--- src/rtl/mc_ctrl_pkg.sv ---
// rtl/mc_ctrl_pkg.sv - shared encodings for the multi-cycle MIPS controller
package mc_ctrl_pkg;

    localparam logic [5:0] OP_RTYPE  = 6'b000000;
    localparam logic [5:0] OP_REGIMM = 6'b000001;
    localparam logic [5:0] OP_J      = 6'b000010;
    localparam logic [5:0] OP_JAL    = 6'b000011;
    localparam logic [5:0] OP_BEQ    = 6'b000100;
    localparam logic [5:0] OP_ADDIU  = 6'b001001;
    localparam logic [5:0] OP_ORI    = 6'b001101;
    localparam logic [5:0] OP_LUI    = 6'b001111;
    localparam logic [5:0] OP_LB     = 6'b100000;
    localparam logic [5:0] OP_LH     = 6'b100001;
    localparam logic [5:0] OP_LW     = 6'b100011;
    localparam logic [5:0] OP_SB     = 6'b101000;
    localparam logic [5:0] OP_SH     = 6'b101001;
    localparam logic [5:0] OP_SW     = 6'b101011;

    localparam logic [5:0] FN_SLL  = 6'b000000;
    localparam logic [5:0] FN_SLLV = 6'b000100;
    localparam logic [5:0] FN_JR   = 6'b001000;
    localparam logic [5:0] FN_JALR = 6'b001001;
    localparam logic [5:0] FN_ADDU = 6'b100001;
    localparam logic [5:0] FN_SUBU = 6'b100011;
    localparam logic [5:0] FN_AND  = 6'b100100;
    localparam logic [5:0] FN_OR   = 6'b100101;

    typedef enum logic [2:0] {
        ST_FETCH, ST_DECODE, ST_EXEC, ST_MEM, ST_WB, ST_TRAP
    } state_t;

    typedef enum logic [2:0] {
        CLS_ALU_R, CLS_ALU_I, CLS_LOAD, CLS_STORE,
        CLS_BRANCH, CLS_JUMP, CLS_LINK, CLS_ILLEGAL
    } instr_class_t;

    localparam logic [1:0] NPC_SEQ    = 2'b00;
    localparam logic [1:0] NPC_BRANCH = 2'b01;
    localparam logic [1:0] NPC_JUMP   = 2'b10;
    localparam logic [1:0] NPC_JREG   = 2'b11;

    localparam logic [1:0] WD_ALU  = 2'b00;
    localparam logic [1:0] WD_MEM  = 2'b01;
    localparam logic [1:0] WD_LINK = 2'b10;

    localparam logic [1:0] WR_RT = 2'b00;
    localparam logic [1:0] WR_RD = 2'b01;
    localparam logic [1:0] WR_RA = 2'b10;

    localparam logic [1:0] EXT_ZERO = 2'b00;
    localparam logic [1:0] EXT_SIGN = 2'b01;
    localparam logic [1:0] EXT_LUI  = 2'b10;

    localparam logic [1:0] MT_NONE = 2'b00;
    localparam logic [1:0] MT_BYTE = 2'b01;
    localparam logic [1:0] MT_HALF = 2'b10;
    localparam logic [1:0] MT_WORD = 2'b11;

    localparam logic [2:0] ALU_ADD = 3'b000;
    localparam logic [2:0] ALU_SUB = 3'b001;
    localparam logic [2:0] ALU_AND = 3'b010;
    localparam logic [2:0] ALU_OR  = 3'b011;
    localparam logic [2:0] ALU_SLL = 3'b100;

endpackage

--- src/rtl/mc_controller_if.sv ---
// rtl/mc_controller_if.sv - controller <-> IR/datapath signal bundle
interface mc_controller_if #(
    parameter int ALU_OP_W = 3
);
    logic [5:0]          opcode;
    logic [5:0]          funct;
    logic                zero;
    logic                branch;
    logic                mem_ready;
    logic                ir_wr;
    logic                pc_wr;
    logic                rf_wr;
    logic                dm_wr;
    logic                dm_rd;
    logic [1:0]          npc_op;
    logic [1:0]          wd_sel;
    logic [1:0]          wr_sel;
    logic [1:0]          ext_op;
    logic [1:0]          mem_type;
    logic [ALU_OP_W-1:0] alu_op;
    logic                alu_src;
    logic                instr_done;
    logic                illegal;
    logic                mem_err;

    modport master (
        input  opcode, funct, zero, branch, mem_ready,
        output ir_wr, pc_wr, rf_wr, dm_wr, dm_rd, npc_op, wd_sel, wr_sel,
               ext_op, mem_type, alu_op, alu_src, instr_done, illegal, mem_err
    );

    modport slave (
        output opcode, funct, zero, branch, mem_ready,
        input  ir_wr, pc_wr, rf_wr, dm_wr, dm_rd, npc_op, wd_sel, wr_sel,
               ext_op, mem_type, alu_op, alu_src, instr_done, illegal, mem_err
    );
endinterface

--- src/rtl/mc_decode.sv ---
// rtl/mc_decode.sv - combinational opcode/funct classifier and static select decode
module mc_decode
    import mc_ctrl_pkg::*;
(
    input  logic [5:0]   opcode,
    input  logic [5:0]   funct,
    output instr_class_t cls,
    output logic [2:0]   alu_op,
    output logic         alu_src,
    output logic [1:0]   ext_op,
    output logic [1:0]   mem_type,
    output logic [1:0]   wd_sel,
    output logic [1:0]   wr_sel
);

    always_comb begin
        cls      = CLS_ILLEGAL;
        alu_op   = ALU_ADD;
        alu_src  = 1'b0;
        ext_op   = EXT_ZERO;
        mem_type = MT_NONE;
        wd_sel   = WD_ALU;
        wr_sel   = WR_RT;
        case (opcode)
            OP_RTYPE: begin
                wr_sel = WR_RD;
                case (funct)
                    FN_ADDU: cls = CLS_ALU_R;
                    FN_SUBU: begin cls = CLS_ALU_R; alu_op = ALU_SUB; end
                    FN_AND:  begin cls = CLS_ALU_R; alu_op = ALU_AND; end
                    FN_OR:   begin cls = CLS_ALU_R; alu_op = ALU_OR;  end
                    FN_SLL:  begin cls = CLS_ALU_R; alu_op = ALU_SLL; end
                    FN_SLLV: begin cls = CLS_ALU_R; alu_op = ALU_SLL; end
                    FN_JR:   cls = CLS_JUMP;
                    FN_JALR: begin cls = CLS_LINK; wd_sel = WD_LINK; end
                    default: cls = CLS_ILLEGAL;
                endcase
            end
            OP_ORI:   begin cls = CLS_ALU_I; alu_op = ALU_OR; alu_src = 1'b1; end
            OP_LUI:   begin cls = CLS_ALU_I; alu_src = 1'b1; ext_op = EXT_LUI; end
            OP_ADDIU: begin cls = CLS_ALU_I; alu_src = 1'b1; ext_op = EXT_SIGN; end
            OP_LW, OP_LH, OP_LB: begin
                cls     = CLS_LOAD;
                alu_src = 1'b1;
                ext_op  = EXT_SIGN;
                wd_sel  = WD_MEM;
                mem_type = (opcode == OP_LW) ? MT_WORD :
                           (opcode == OP_LH) ? MT_HALF : MT_BYTE;
            end
            OP_SW, OP_SH, OP_SB: begin
                cls     = CLS_STORE;
                alu_src = 1'b1;
                ext_op  = EXT_SIGN;
                mem_type = (opcode == OP_SW) ? MT_WORD :
                           (opcode == OP_SH) ? MT_HALF : MT_BYTE;
            end
            OP_BEQ:    begin cls = CLS_BRANCH; alu_op = ALU_SUB; ext_op = EXT_SIGN; end
            OP_REGIMM: begin cls = CLS_LINK; ext_op = EXT_SIGN; wd_sel = WD_LINK; wr_sel = WR_RA; end
            OP_J:      cls = CLS_JUMP;
            OP_JAL:    begin cls = CLS_LINK; wd_sel = WD_LINK; wr_sel = WR_RA; end
            default:   cls = CLS_ILLEGAL;
        endcase
    end

endmodule

--- src/rtl/mc_controller.sv ---
// rtl/mc_controller.sv - multi-cycle MIPS control FSM with memory wait/timeout and trap
module mc_controller
    import mc_ctrl_pkg::*;
#(
    parameter int ALU_OP_W    = 3,
    parameter int MEM_TIMEOUT = 15
) (
    input  logic            clk,
    input  logic            reset,
    mc_controller_if.master bus
);

    localparam int CNT_W = $clog2(MEM_TIMEOUT + 1);

    state_t          state;
    state_t          state_nxt;
    logic [CNT_W-1:0] wait_cnt;
    logic            taken;
    logic            illegal_q;
    logic            mem_err_q;
    logic            timeout;

    instr_class_t    cls;
    logic [2:0]      dec_alu_op;
    logic            dec_alu_src;
    logic [1:0]      dec_ext_op;
    logic [1:0]      dec_mem_type;
    logic [1:0]      dec_wd_sel;
    logic [1:0]      dec_wr_sel;
    logic [2:0]      alu_sel;

    mc_decode u_decode (
        .opcode   (bus.opcode),
        .funct    (bus.funct),
        .cls      (cls),
        .alu_op   (dec_alu_op),
        .alu_src  (dec_alu_src),
        .ext_op   (dec_ext_op),
        .mem_type (dec_mem_type),
        .wd_sel   (dec_wd_sel),
        .wr_sel   (dec_wr_sel)
    );

    // A ready in the final allowed cycle takes priority over the timeout.
    assign timeout = (state == ST_MEM) && !bus.mem_ready &&
                     (wait_cnt == CNT_W'(MEM_TIMEOUT - 1));

    always_ff @(posedge clk or posedge reset) begin
        if (reset) state <= ST_FETCH;
        else       state <= state_nxt;
    end

    always_comb begin
        state_nxt = state;
        case (state)
            ST_FETCH:  state_nxt = ST_DECODE;
            ST_DECODE: state_nxt = (cls == CLS_ILLEGAL) ? ST_TRAP : ST_EXEC;
            ST_EXEC: begin
                if (cls == CLS_BRANCH || cls == CLS_JUMP)     state_nxt = ST_FETCH;
                else if (cls == CLS_LOAD || cls == CLS_STORE) state_nxt = ST_MEM;
                else                                          state_nxt = ST_WB;
            end
            ST_MEM: begin
                if (bus.mem_ready) state_nxt = (cls == CLS_LOAD) ? ST_WB : ST_FETCH;
                else if (timeout)  state_nxt = ST_TRAP;
            end
            ST_WB:   state_nxt = ST_FETCH;
            ST_TRAP: state_nxt = ST_TRAP;
            default: state_nxt = ST_FETCH;
        endcase
    end

    always_ff @(posedge clk or posedge reset) begin
        if (reset) begin
            wait_cnt  <= '0;
            taken     <= 1'b0;
            illegal_q <= 1'b0;
            mem_err_q <= 1'b0;
        end else begin
            if (state != ST_MEM)     wait_cnt <= '0;
            else if (!bus.mem_ready) wait_cnt <= wait_cnt + CNT_W'(1);
            if (state == ST_EXEC)    taken <= (bus.opcode == OP_REGIMM) && bus.branch;
            if (state == ST_DECODE && cls == CLS_ILLEGAL) illegal_q <= 1'b1;
            if (timeout)             mem_err_q <= 1'b1;
        end
    end

    always_comb begin
        bus.ir_wr      = 1'b0;
        bus.pc_wr      = 1'b0;
        bus.rf_wr      = 1'b0;
        bus.dm_wr      = 1'b0;
        bus.dm_rd      = 1'b0;
        bus.instr_done = 1'b0;
        bus.npc_op     = NPC_SEQ;
        bus.wd_sel     = WD_ALU;
        bus.wr_sel     = WR_RT;
        bus.ext_op     = EXT_ZERO;
        bus.mem_type   = MT_NONE;
        bus.alu_src    = 1'b0;
        alu_sel        = ALU_ADD;
        case (state)
            ST_FETCH: bus.ir_wr = 1'b1;
            ST_EXEC: begin
                alu_sel     = dec_alu_op;
                bus.alu_src = dec_alu_src;
                bus.ext_op  = dec_ext_op;
                if (cls == CLS_BRANCH || cls == CLS_JUMP) begin
                    bus.pc_wr      = 1'b1;
                    bus.instr_done = 1'b1;
                    if (cls == CLS_BRANCH) bus.npc_op = bus.zero ? NPC_BRANCH : NPC_SEQ;
                    else bus.npc_op = (bus.opcode == OP_J) ? NPC_JUMP : NPC_JREG;
                end
            end
            ST_MEM: begin
                bus.mem_type = dec_mem_type;
                bus.dm_rd    = (cls == CLS_LOAD);
                bus.dm_wr    = (cls == CLS_STORE);
                if (bus.mem_ready && cls == CLS_STORE) begin
                    bus.pc_wr      = 1'b1;
                    bus.instr_done = 1'b1;
                end
            end
            ST_WB: begin
                bus.rf_wr      = 1'b1;
                bus.pc_wr      = 1'b1;
                bus.instr_done = 1'b1;
                bus.wd_sel     = dec_wd_sel;
                bus.wr_sel     = dec_wr_sel;
                bus.mem_type   = dec_mem_type;
                if (cls == CLS_LINK) begin
                    if (bus.opcode == OP_JAL)         bus.npc_op = NPC_JUMP;
                    else if (bus.opcode == OP_REGIMM) bus.npc_op = taken ? NPC_BRANCH : NPC_SEQ;
                    else                              bus.npc_op = NPC_JREG;
                end
            end
            default: ;
        endcase
        // Reset kills enables combinationally so an in-flight DM access aborts at once.
        if (reset) begin
            bus.ir_wr      = 1'b0;
            bus.pc_wr      = 1'b0;
            bus.rf_wr      = 1'b0;
            bus.dm_wr      = 1'b0;
            bus.dm_rd      = 1'b0;
            bus.instr_done = 1'b0;
        end
    end

    assign bus.alu_op  = ALU_OP_W'(alu_sel);
    assign bus.illegal = illegal_q;
    assign bus.mem_err = mem_err_q;

endmodule

--- src/flat_wrapper.sv ---
// flat-port wrapper written by rule: the top's interface ports become plain ports
module mc_controller_flat import mc_ctrl_pkg::*;
#(
    parameter int ALU_OP_W    = 3,
    parameter int MEM_TIMEOUT = 15
)
  (clk, reset, bus_opcode, bus_funct, bus_zero, bus_branch, bus_mem_ready, bus_ir_wr, bus_pc_wr, bus_rf_wr, bus_dm_wr, bus_dm_rd, bus_npc_op, bus_wd_sel, bus_wr_sel, bus_ext_op, bus_mem_type, bus_alu_op, bus_alu_src, bus_instr_done, bus_illegal, bus_mem_err);
  mc_controller_if #(.ALU_OP_W(ALU_OP_W)) bus_i ();
  input  logic clk;
  input  logic reset;
  input wire logic [$bits(bus_i.opcode)-1:0] bus_opcode;
  input wire logic [$bits(bus_i.funct)-1:0] bus_funct;
  input wire logic [$bits(bus_i.zero)-1:0] bus_zero;
  input wire logic [$bits(bus_i.branch)-1:0] bus_branch;
  input wire logic [$bits(bus_i.mem_ready)-1:0] bus_mem_ready;
  output wire logic [$bits(bus_i.ir_wr)-1:0] bus_ir_wr;
  output wire logic [$bits(bus_i.pc_wr)-1:0] bus_pc_wr;
  output wire logic [$bits(bus_i.rf_wr)-1:0] bus_rf_wr;
  output wire logic [$bits(bus_i.dm_wr)-1:0] bus_dm_wr;
  output wire logic [$bits(bus_i.dm_rd)-1:0] bus_dm_rd;
  output wire logic [$bits(bus_i.npc_op)-1:0] bus_npc_op;
  output wire logic [$bits(bus_i.wd_sel)-1:0] bus_wd_sel;
  output wire logic [$bits(bus_i.wr_sel)-1:0] bus_wr_sel;
  output wire logic [$bits(bus_i.ext_op)-1:0] bus_ext_op;
  output wire logic [$bits(bus_i.mem_type)-1:0] bus_mem_type;
  output wire logic [$bits(bus_i.alu_op)-1:0] bus_alu_op;
  output wire logic [$bits(bus_i.alu_src)-1:0] bus_alu_src;
  output wire logic [$bits(bus_i.instr_done)-1:0] bus_instr_done;
  output wire logic [$bits(bus_i.illegal)-1:0] bus_illegal;
  output wire logic [$bits(bus_i.mem_err)-1:0] bus_mem_err;
  assign bus_i.opcode = bus_opcode;
  assign bus_i.funct = bus_funct;
  assign bus_i.zero = bus_zero;
  assign bus_i.branch = bus_branch;
  assign bus_i.mem_ready = bus_mem_ready;
  assign bus_ir_wr = bus_i.ir_wr;
  assign bus_pc_wr = bus_i.pc_wr;
  assign bus_rf_wr = bus_i.rf_wr;
  assign bus_dm_wr = bus_i.dm_wr;
  assign bus_dm_rd = bus_i.dm_rd;
  assign bus_npc_op = bus_i.npc_op;
  assign bus_wd_sel = bus_i.wd_sel;
  assign bus_wr_sel = bus_i.wr_sel;
  assign bus_ext_op = bus_i.ext_op;
  assign bus_mem_type = bus_i.mem_type;
  assign bus_alu_op = bus_i.alu_op;
  assign bus_alu_src = bus_i.alu_src;
  assign bus_instr_done = bus_i.instr_done;
  assign bus_illegal = bus_i.illegal;
  assign bus_mem_err = bus_i.mem_err;
  mc_controller #(.ALU_OP_W(ALU_OP_W), .MEM_TIMEOUT(MEM_TIMEOUT)) u_core (.clk(clk), .reset(reset), .bus(bus_i));
endmodule
--- config.mk ---
export PLATFORM = sky130hd
export DESIGN_NAME = mc_controller_flat
export DESIGN_NICKNAME = d
export VERILOG_FILES = /design/src/rtl/mc_ctrl_pkg.sv /design/src/rtl/mc_controller_if.sv /design/src/rtl/mc_decode.sv /design/src/rtl/mc_controller.sv /design/src/flat_wrapper.sv
export SDC_FILE = /design/constraint.sdc
export NUM_CORES = 1
export LEC_CHECK = 0
export CORE_MARGIN = 2
export CORE_UTILIZATION = 42
export CTS_BUF_LIST = sky130_fd_sc_hd__clkbuf_4
export DETAILED_ROUTE_END_ITERATION = 10
export GPL_ROUTABILITY_DRIVEN = 0
export PLACE_DENSITY = 0.84
export SYNTH_ARGS = -nofsm -noshare
export SYNTH_HDL_FRONTEND = slang
export SYNTH_SLANG_ARGS = --single-unit
--- constraint.sdc ---
create_clock -name clk -period 5.2 [get_ports clk]
set_clock_uncertainty 0.1 [all_clocks]
set_input_delay 1.04 -clock clk [delete_from_list [all_inputs] [get_ports clk]]
set_output_delay 1.04 -clock clk [all_outputs]
set_load 0.01 [all_outputs]
Yosys cells after proc, flatten, opt, wreduce, memory -nomap -nowiden
Cells that the tools add are included.

Bits in registers: 10.

Multiplexer cells: 50. $add $sub $neg: 1. Reduce and logical (&&, ||, !) cells: 20. Equal/unequal tests: 35.

Operators by type and width (count): $eq A6 B6 Y1 const B (10); $eq A6 B4 Y1 const B (5); $mux W2 (14); $mux W3 (7); $pmux W3 S7 (1); $eq A3 B3 Y1 const B (6); $pmux W3 S3 (2); $reduce_or A9 Y1 (2); $mux W1 (16); $pmux W2 S2 (4); $pmux W3 S5 (1); $eq A3 B2 Y1 const B (4); $eq A6 B2 Y1 const B (2); $eq A6 B3 Y1 const B (2); $logic_not A6 Y1 (2); $pmux W3 S4 (1); $reduce_or A3 Y1 (3); $mux W4 (2); $eq A6 B1 Y1 const B (1); $ne A3 B2 Y1 const B (2); $pmux W2 S3 (1); $reduce_or A2 Y1 (3); $reduce_or A6 Y1 (1); $logic_and A1 B1 Y1 (5); other kinds (8) (9).

Longest topological paths before layout
Gate-level depths: netlist (run 1).

Depth after elaboration: 9. Depth in mapped cells: 8. Depth with buffers taken out: 6.

Modules after synthesis
From an unflattened synthesis (run 1), not the netlist that was laid out.

Cells, all modules: 165. Area total of the unflattened synthesis: 1288.7 um^2.

By module, submodules not included: mc_controller (area each 804.5 um^2, instances 1, cells each 91); mc_decode (area each 484.2 um^2, instances 1, cells each 74).

Worst setup path after synthesis (run 1)
No wires, ideal clock.

Path type: input-to-output. Start point: in bus_opcode[1]. End point: out bus_pc_wr. Arrival: 3085 ps. Data required time: 4060 ps. Path buffers: 2. Slack: 975 ps. Stages on the path: 8. Path through: or3_1 -> or4_1 -> buf_2 -> a211oi_1 -> o211ai_1 -> a21o_1 -> a31oi_1 -> buf_4.

Cells in the longest elaborated chain, start to end: 8. Elaborated cells on any way between the ends: 28.

RTL lines: from (decl) (line flat_wrapper.sv:11) `input wire logic [$bits(bus_i.opcode)-1:0] bus_opcode;`; $eq A6 B6 Y1 (tied with other cells) (line mc_decode.sv:24) `case (opcode)`; $reduce_or A3 Y1 or $reduce_or A2 Y1 (tied branches); $pmux W3 S7 (*) (line mc_decode.sv:24); $eq A3 B2 Y1 or $eq A3 B3 Y1 (tied branches) (line mc_controller.sv:119, mc_controller.sv:108); $logic_and A1 B1 Y1 or $logic_or A1 B1 Y1 (tied branches) (line mc_controller.sv:119, mc_controller.sv:108); $mux W1, on equally long branches; $pmux W1 S3 (*); $mux W1 (*); to (decl) (line flat_wrapper.sv:17) `output wire logic [$bits(bus_i.pc_wr)-1:0] bus_pc_wr;`.

Every way passes the cells marked *; elsewhere a longest branch is shown, timed or not.

Worst setup path after layout (run 1)
Start point: in bus_funct[3]. End point: out bus_npc_op[0].

Cells in the longest elaborated chain, start to end: 8. Elaborated cells on any way between the ends: 19.

RTL lines: from (decl) (line flat_wrapper.sv:12) `input wire logic [$bits(bus_i.funct)-1:0] bus_funct;`; $eq A6 B3 Y1 (tied with other cells) (line mc_decode.sv:27) `case (funct)`; $reduce_or A6 Y1 (no source line); $pmux W3 S3 (*) (line mc_decode.sv:27); $pmux W3 S7 (*) (line mc_decode.sv:24); $eq A3 B3 Y1, on equally long branches (line mc_controller.sv:108, mc_controller.sv:111); $mux W2 or $logic_or A1 B1 Y1 (tied branches) (line mc_controller.sv:111, mc_controller.sv:108); $mux W2 (line mc_controller.sv:108) `if (cls == CLS_BRANCH || cls == CLS_JUMP) begin`; $pmux W2 S2 (*) (line mc_controller.sv:102) `case (state)`; to (decl) (line flat_wrapper.sv:21) `output wire logic [$bits(bus_i.npc_op)-1:0] bus_npc_op;`.

Marked as above.

==> results of run 1 <==
==> layer usage <==
layer	share of wire	routed length (um)	up-vias	GRT usage
li1	-	-	653	-
met1	0.45	1460	640	0.304
met2	0.47	1550	59	0.350
met3	0.071	230	2	0.0349
met4	0.0061	20	0	0.0408
met5	0	0	-	0
==> state kept, by name (all words and copies together), names as in the netlist <==
| signal | cells |
|---|---|
| u_core.wait_cnt | 4 |
| u_core.bus.mem_err | 1 |
| u_core.bus.illegal | 1 |
| u_core.taken | 1 |
| u_core.state | 3 |
==> stage by stage <==
step           cell area (sq um)  power [uW]
2_1_floorplan               1140         221
3_3_place_gp                1580         273
3_5_place_dp                1580         277
4_1_cts                     1600         333
5_1_grt                     1630         363
6_report                    1630         334
==> layout by cell type, fill, tap and decap left out, types with 2 or more instances in the layout <==
master / count
nor3b_1: 2
o221ai_1: 2
nand3_1: 3
ha_1: 2
dfrtp_1: 10
a21oi_1: 11
clkdlybuf4s50_1: 37
nand2b_1: 2
buf_4: 9
nor2b_1: 7
or4b_4: 2
nand4b_1: 2
or2b_1: 2
o22ai_2: 2
or4_1: 2
inv_1: 6
o21ai_0: 4
nand3b_1: 3
or3_1: 3
clkbuf_4: 3
o22ai_1: 2
a31oi_1: 5
nand4_1: 2
nor2_1: 23
nor3_1: 9
nand2_1: 14
nor4_1: 3
xor2_1: 4
==> power by group through the flow <==
| stage | clock network (uW) | logic [uW] | registers (uW) |
|---|---|---|---|
| floorplan | 0 | 120 | 101 |
| global placement | 0 | 154 | 118 |
| detailed placement | 0 | 157 | 120 |
| CTS | 56.7 | 158 | 119 |
| global route | 61.1 | 177 | 124 |
| finish | 54.3 | 160 | 120 |
==> worst paths after layout <==
check                                                    start                              to  slack, ps
worst min register to register  u_core.bus.mem_err$_DFFE_PP0P_  u_core.bus.mem_err$_DFFE_PP0P_        360
worst max-delay path                              bus_funct[3]                   bus_npc_op[0]         50
max in group asynchronous                                reset  u_core.bus.mem_err$_DFFE_PP0P_       3600
worst max register to register     u_core.state[1]$_DFFE_PP0P_     u_core.state[2]$_DFFE_PP0P_       3540
worst min-delay path            u_core.bus.mem_err$_DFFE_PP0P_  u_core.bus.mem_err$_DFFE_PP0P_        360
min in group asynchronous                                reset     u_core.state[2]$_DFFE_PP0P_       1110
==> cells by family after synthesis <==
| kind of cell | Yosys count | share of synthesized area |
|---|---|---|
| adders and majority gates | 2 | 0.0220 |
| AOI/OAI and AO/OA | 36 | 0.216 |
| DFF | 10 | 0.220 |
| xor gates and xnor gates | 5 | 0.0384 |
| and+or+nand+nor | 89 | 0.442 |
| buffers and inverters | 17 | 0.0615 |
==> final cells by class <==
cell class | instances | area, sq um | share of cell area
multi-input cells | 132 | 841 | 0.517
repair buffers | 47 | 450 | 0.277
flip-flops and latches | 10 | 250 | 0.154
well taps | 30 | 37.5 | 0.0231
clock buffers | 3 | 22.5 | 0.0138
inverters | 6 | 22.5 | 0.0138
clock inverters | 1 | 3.75 | 0.00231
==> critical path, stage by stage <==
cell	delay (ps)
clkdlybuf4s50_1	540
or4b_4	510
nor3_4	160
a211oi_2	90
or3_2	440
or4b_4	540
o22ai_1	130
clkdlybuf4s50_1	550
==> impl_metrics.csv, run 1 <==
group,metric,value,unit
status,status,"finished, final reports clean",
yosys,syn-cell-area,1140,sq um
cts,numClockSinks,10,
worst_hold_path,hold_path_class,"reg2reg",
sta,setup_tns,0,ps
placement,io_buffers,38,
critical_path,crit_arrival,4010,ps
global_routing,grt_max_degree,14,
cts,clk_latency,270,ps
drt,wl_per_cell,14.2,um
sta,fin_ws,50.0,ps
final_layout,area_growth,42.8,%
global_routing,grt_util_all_layers,0.216,
floorplanning,dieArea,3150,sq um
critical_path,end_kind,"output pin",
yosys,syn_avg_cell_area,7.17,sq um
pwr,p_comb_frac,0.480,
cts,cts_setup_buffers,0,
pwr,peakVddDrop,0.000187,V
sta,fmax,194,MHz
drt,drt_iter0_markers,54,
job,maxCapViolations,0,
cts,cts.htree.levels,1,
sta,slew_viol_final,0,
final_layout,final_nets,219,
yosys,synth_ff_type,"dfrtp_1",
sta,slew-limit-headroom,0.685,
yosys,yosysMostFrequentCell,"nor2_1",
critical_path,worstPathRequired,4060,ps
cts,cts_resized,0,
pwr,power_density,205,nW/um^2
pwr,power.static_leakage,0.000632,uW
sta,hold_viol,0,
floorplanning,ios,39,
cts,cts_buffers,3,
pwr,power_frac_clock,0.162,
cts,ctsLongestPathBuffers,2,
cts,cts_tree,"done",
critical_path,reg2regPathDepth,5,
yosys,synth-edff-count,0,
drt,routed_wl,3260,um
yosys,synth_nets,178,
drt,dr.pass1.iters,4,
global_routing,grt_pass1_vias,1280,
final_layout,instances_no_fill,229,
yosys,yosysTopAreaCell,"dfrtp_1",
floorplanning,fp.coreArea,2520,sq um
cts,cts_root_buf,"clkbuf_4",
placement,placed_cells,225,
placement,pre_cts_slack,13.3,ps
yosys,yosys-top-cells-area,"dfrtp_1 (22%), nor2_1 (7.6%), a21oi_1 (4.8%)",
sta,timing.hold.ws,364,ps
placement,post-dp-hpwl,2550,um
cts,cts_hold_buffers,0,
floorplanning,start_util,0.452,
final_layout,final_layout_size_suffix_gt1_frac,0.136,
sta,rsz0062_at_grt,"false",
sta,tightest_slew,468,ps
drt,avgViaCountPerCell,5.91,
worst_hold_path,hold_depth,1,
global_routing,antenna_found_initial,0,
global_routing,grt_overflow_total,0,
sta,fin_crit_sh,0.990,
final_layout,fill_cells,218,
sta,finalSetupViolCount,0,
drt,drc,0,
global_routing,grt_pass1_wl,5660,um
cts,clk_pin_slew,60,ps
critical_path,critPathLaunchType,"input pin",
yosys,ys_types,47,
pwr,swShare,0.406,
pwr,p_sw,136,uW
drt,ant_nets,0,
final_layout,fin_util,0.645,
pwr,power.share.sequential,0.358,
yosys,synth-seq-area-share,0.220,
yosys,yosys_warnings,0,
yosys,netlist_instances,159,
yosys,ys_ff_latch,10,
final_layout,antennaDiodeCount,0,
floorplanning,die_h,56.1,um
drt,via_count,1354,
pwr,power.internal,199,uW
sta,min_period,5150,ps
floorplanning,rows,18,
critical_path,path_class,"in2out",
floorplanning,die_w,56.1,um
critical_path,cp_max_fo,4,
yosys,ys_async_sr_fraction,1.00,
yosys,yosysTopAreaCellShare,0.220,
yosys,synthTopCellsByCount,"nor2_1 (23), nand2_1 (14), a21oi_1 (11), dfrtp_1 (10), nor3_1 (9)",
Power figures use the tool's default switching activity.
==> run 2, diff against run 1 <==
CORE_UTILIZATION = 40   (was 42)
PLACE_DENSITY = 0.81   (was 0.84)
==> run 2 against run 1 <==
  * Register-to-register slack lost 40 ps
  * Flip-flop and latch count unchanged
  * Sequential power barely moved
  * Cell count did not move
==> impl_metrics.csv, run 2 (synthesis gave the netlist of run 1 again) <==
group,metric,value,unit
status,status,"finished, final reports clean",
sta,setup_tns,0,ps
critical_path,regToRegSetupSlack,3500,ps
global_routing,grt_pass1_vias,1229,
cts,cts.htree.levels,1,
global_routing,grt_max_degree,14,
floorplanning,die_h,57.4,um
final_layout,layout_commonest_cell,"clkdlybuf4s50_1",
sta,rsz0062_at_grt,"false",
pwr,power_frac_clock,0.161,
sta,min_period,5100,ps
sta,slew-limit-headroom,0.697,
cts,cts_buffers,3,
pwr,power.internal,198,uW
cts,cts_setup_buffers,0,
pwr,power.static_leakage,0.000631,uW
job,maxCapViolations,0,
drt,drt_iter0_markers,52,
pwr,power.share.sequential,0.359,
cts,clk_latency,270,ps
final_layout,area_growth,42.6,%
critical_path,critical_path.slowest_cell,"clkdlybuf4s50_1",
cts,cts_tree,"done",
floorplanning,die_w,57.4,um
global_routing,antenna_found_initial,0,
critical_path,rr_startpoint,"u_core.state[1]$_DFFE_PP0P_",
global_routing,grt_util_all_layers,0.202,
worst_hold_path,hold_path_class,"reg2reg",
final_layout,largest_register_ffs,4,
placement,placed_area,1580,sq um
global_routing,grt_overflow_total,0,
final_layout,final_layout_size_suffix_gt1_frac,0.136,
cts,clk_pin_slew,60,ps
final_layout,stdcell_area,1630,sq um
critical_path,crit_arrival,3960,ps
floorplanning,ios,39,
global_routing,grt_pass1_wl,5370,um
critical_path,path_cells,"clkdlybuf4s50_1 > or4b_4 > nor3_4 > a211oi_2 > or3_2 > or4b_4 > o22ai_2 > clkdlybuf4s50_1",
floorplanning,fp.coreArea,2730,sq um
final_layout,reg_top3,"u_core.wait_cnt (4), u_core.state (3)",
pwr,p_comb_frac,0.480,
drt,via_count,1339,
drt,avgViaCountPerCell,5.85,
cts,numClockSinks,10,
critical_path,reg2regPathDepth,5,
placement,post-dp-hpwl,2470,um
drt,ant_nets,0,
sta,slew_viol_final,0,
critical_path,worstPathRequired,4060,ps
critical_path,end_kind,"output pin",
cts,ctsLongestPathBuffers,2,
floorplanning,start_util,0.417,
drt,routed_wl,3170,um
placement,io_buffers,38,
pwr,peakVddDrop,0.000214,V
pwr,power_density,207,nW/um^2
final_layout,antennaDiodeCount,0,
critical_path,crit_start,"bus_funct[3]",
sta,finalSetupViolCount,0,
drt,wl_per_cell,13.8,um
sta,fin_crit_sh,0.982,
drt,dr.pass1.iters,4,
cts,cts_root_buf,"clkbuf_4",
critical_path,path_class,"in2out",
drt,drc,0,
floorplanning,rows,19,
critical_path,critPathCapture,"bus_npc_op[1]",
critical_path,cp_max_fo,4,
sta,hold_viol,0,
critical_path,r2r_end,"u_core.state[2]$_DFFE_PP0P_",
final_layout,mostFrequentLayoutCells,"clkdlybuf4s50_1 (37), nor2_1 (23), nand2_1 (14)",
pwr,p_sw,139,uW
floorplanning,dieArea,3290,sq um
pwr,swShare,0.412,
final_layout,final_nets,219,
final_layout,regMostFlops,"u_core.wait_cnt",
sta,fmax,196,MHz
critical_path,critPathLaunchType,"input pin",
critical_path,max_stage_delay,550,ps
sta,tightest_slew,453,ps
[run 2: cell count changes in the layout (fill, tap and decap cells not counted), sizes merged]
cell	before	now
clkinv	1	0
[run 2: power by group through the flow]
stage / Combinational (uW) / Clock (uW) / Sequential [uW]
floorplan: 120 / 0 / 101
global placement: 155 / 0 / 119
detailed placement: 158 / 0 / 120
CTS: 159 / 56.0 / 120
global route: 178 / 57.6 / 122
finish: 161 / 54.2 / 121
[run 2: layer usage]
metal  up-vias  GRT usage  share of wire
met4         0     0.0664         0.0025
met2        69      0.308           0.49
met1       615      0.287           0.44
met5         -          0              0
li1        653          -              -
met3         2     0.0363          0.063
[run 2: what timing repair did]
item                       4_1_cts  5_1_grt
setup endpoints to repair        0        5
gates resized for setup          0        5
hold buffers                     0        0
[run 2: worst min-delay path by stage]
| stage | startpoint | endpoint | slack, ps | cells past startpoint |
|---|---|---|---|---|
| after CTS | u_core.bus.mem_err$_DFFE_PP0P_ | u_core.bus.mem_err$_DFFE_PP0P_ | 390 | 1 |
| final | u_core.bus.mem_err$_DFFE_PP0P_ | u_core.bus.mem_err$_DFFE_PP0P_ | 390 | 1 |
| after floorplan | u_core.taken$_DFFE_PP0P_ | u_core.taken$_DFFE_PP0P_ | 350 | 2 |
| after global placement | u_core.bus.illegal$_DFFE_PP0P_ | u_core.bus.illegal$_DFFE_PP0P_ | 350 | 1 |
| after global routing | u_core.bus.mem_err$_DFFE_PP0P_ | u_core.bus.mem_err$_DFFE_PP0P_ | 430 | 1 |
| after detailed placement | u_core.bus.mem_err$_DFFE_PP0P_ | u_core.bus.mem_err$_DFFE_PP0P_ | 370 | 1 |
[run 2: cell type report]
class                           instances  area (sq um)
Tap cell                               31          38.8
Fill cell                             246          1110
Multi-Input combinational cell        132           841
Timing Repair Buffer                   47           450
Clock buffer                            3          22.5
Sequential cell                        10           250
Inverter                                6          22.5
[run 2: critical path, delay by kind of cell]
| kind | cells | cell delay [ps] |
|---|---|---|
| buffers and inverters | 2 | 1070 |
| AND/OR/NAND/NOR | 4 | 1630 |
| AO/OA/AOI/OAI | 2 | 230 |
[run 2: metrics by stage]
step                hold slack [ps]  total power, uW  utilization  worst slack, ps  cells
floorplan                       350              221            -              975    159
global placement                353              274        0.578              107    226
detailed placement              367              279        0.578             31.0    226
CTS                             390              335        0.586             28.4    229
global route                    428              358        0.595             12.0    229
finish                          387              336        0.595             95.1    229
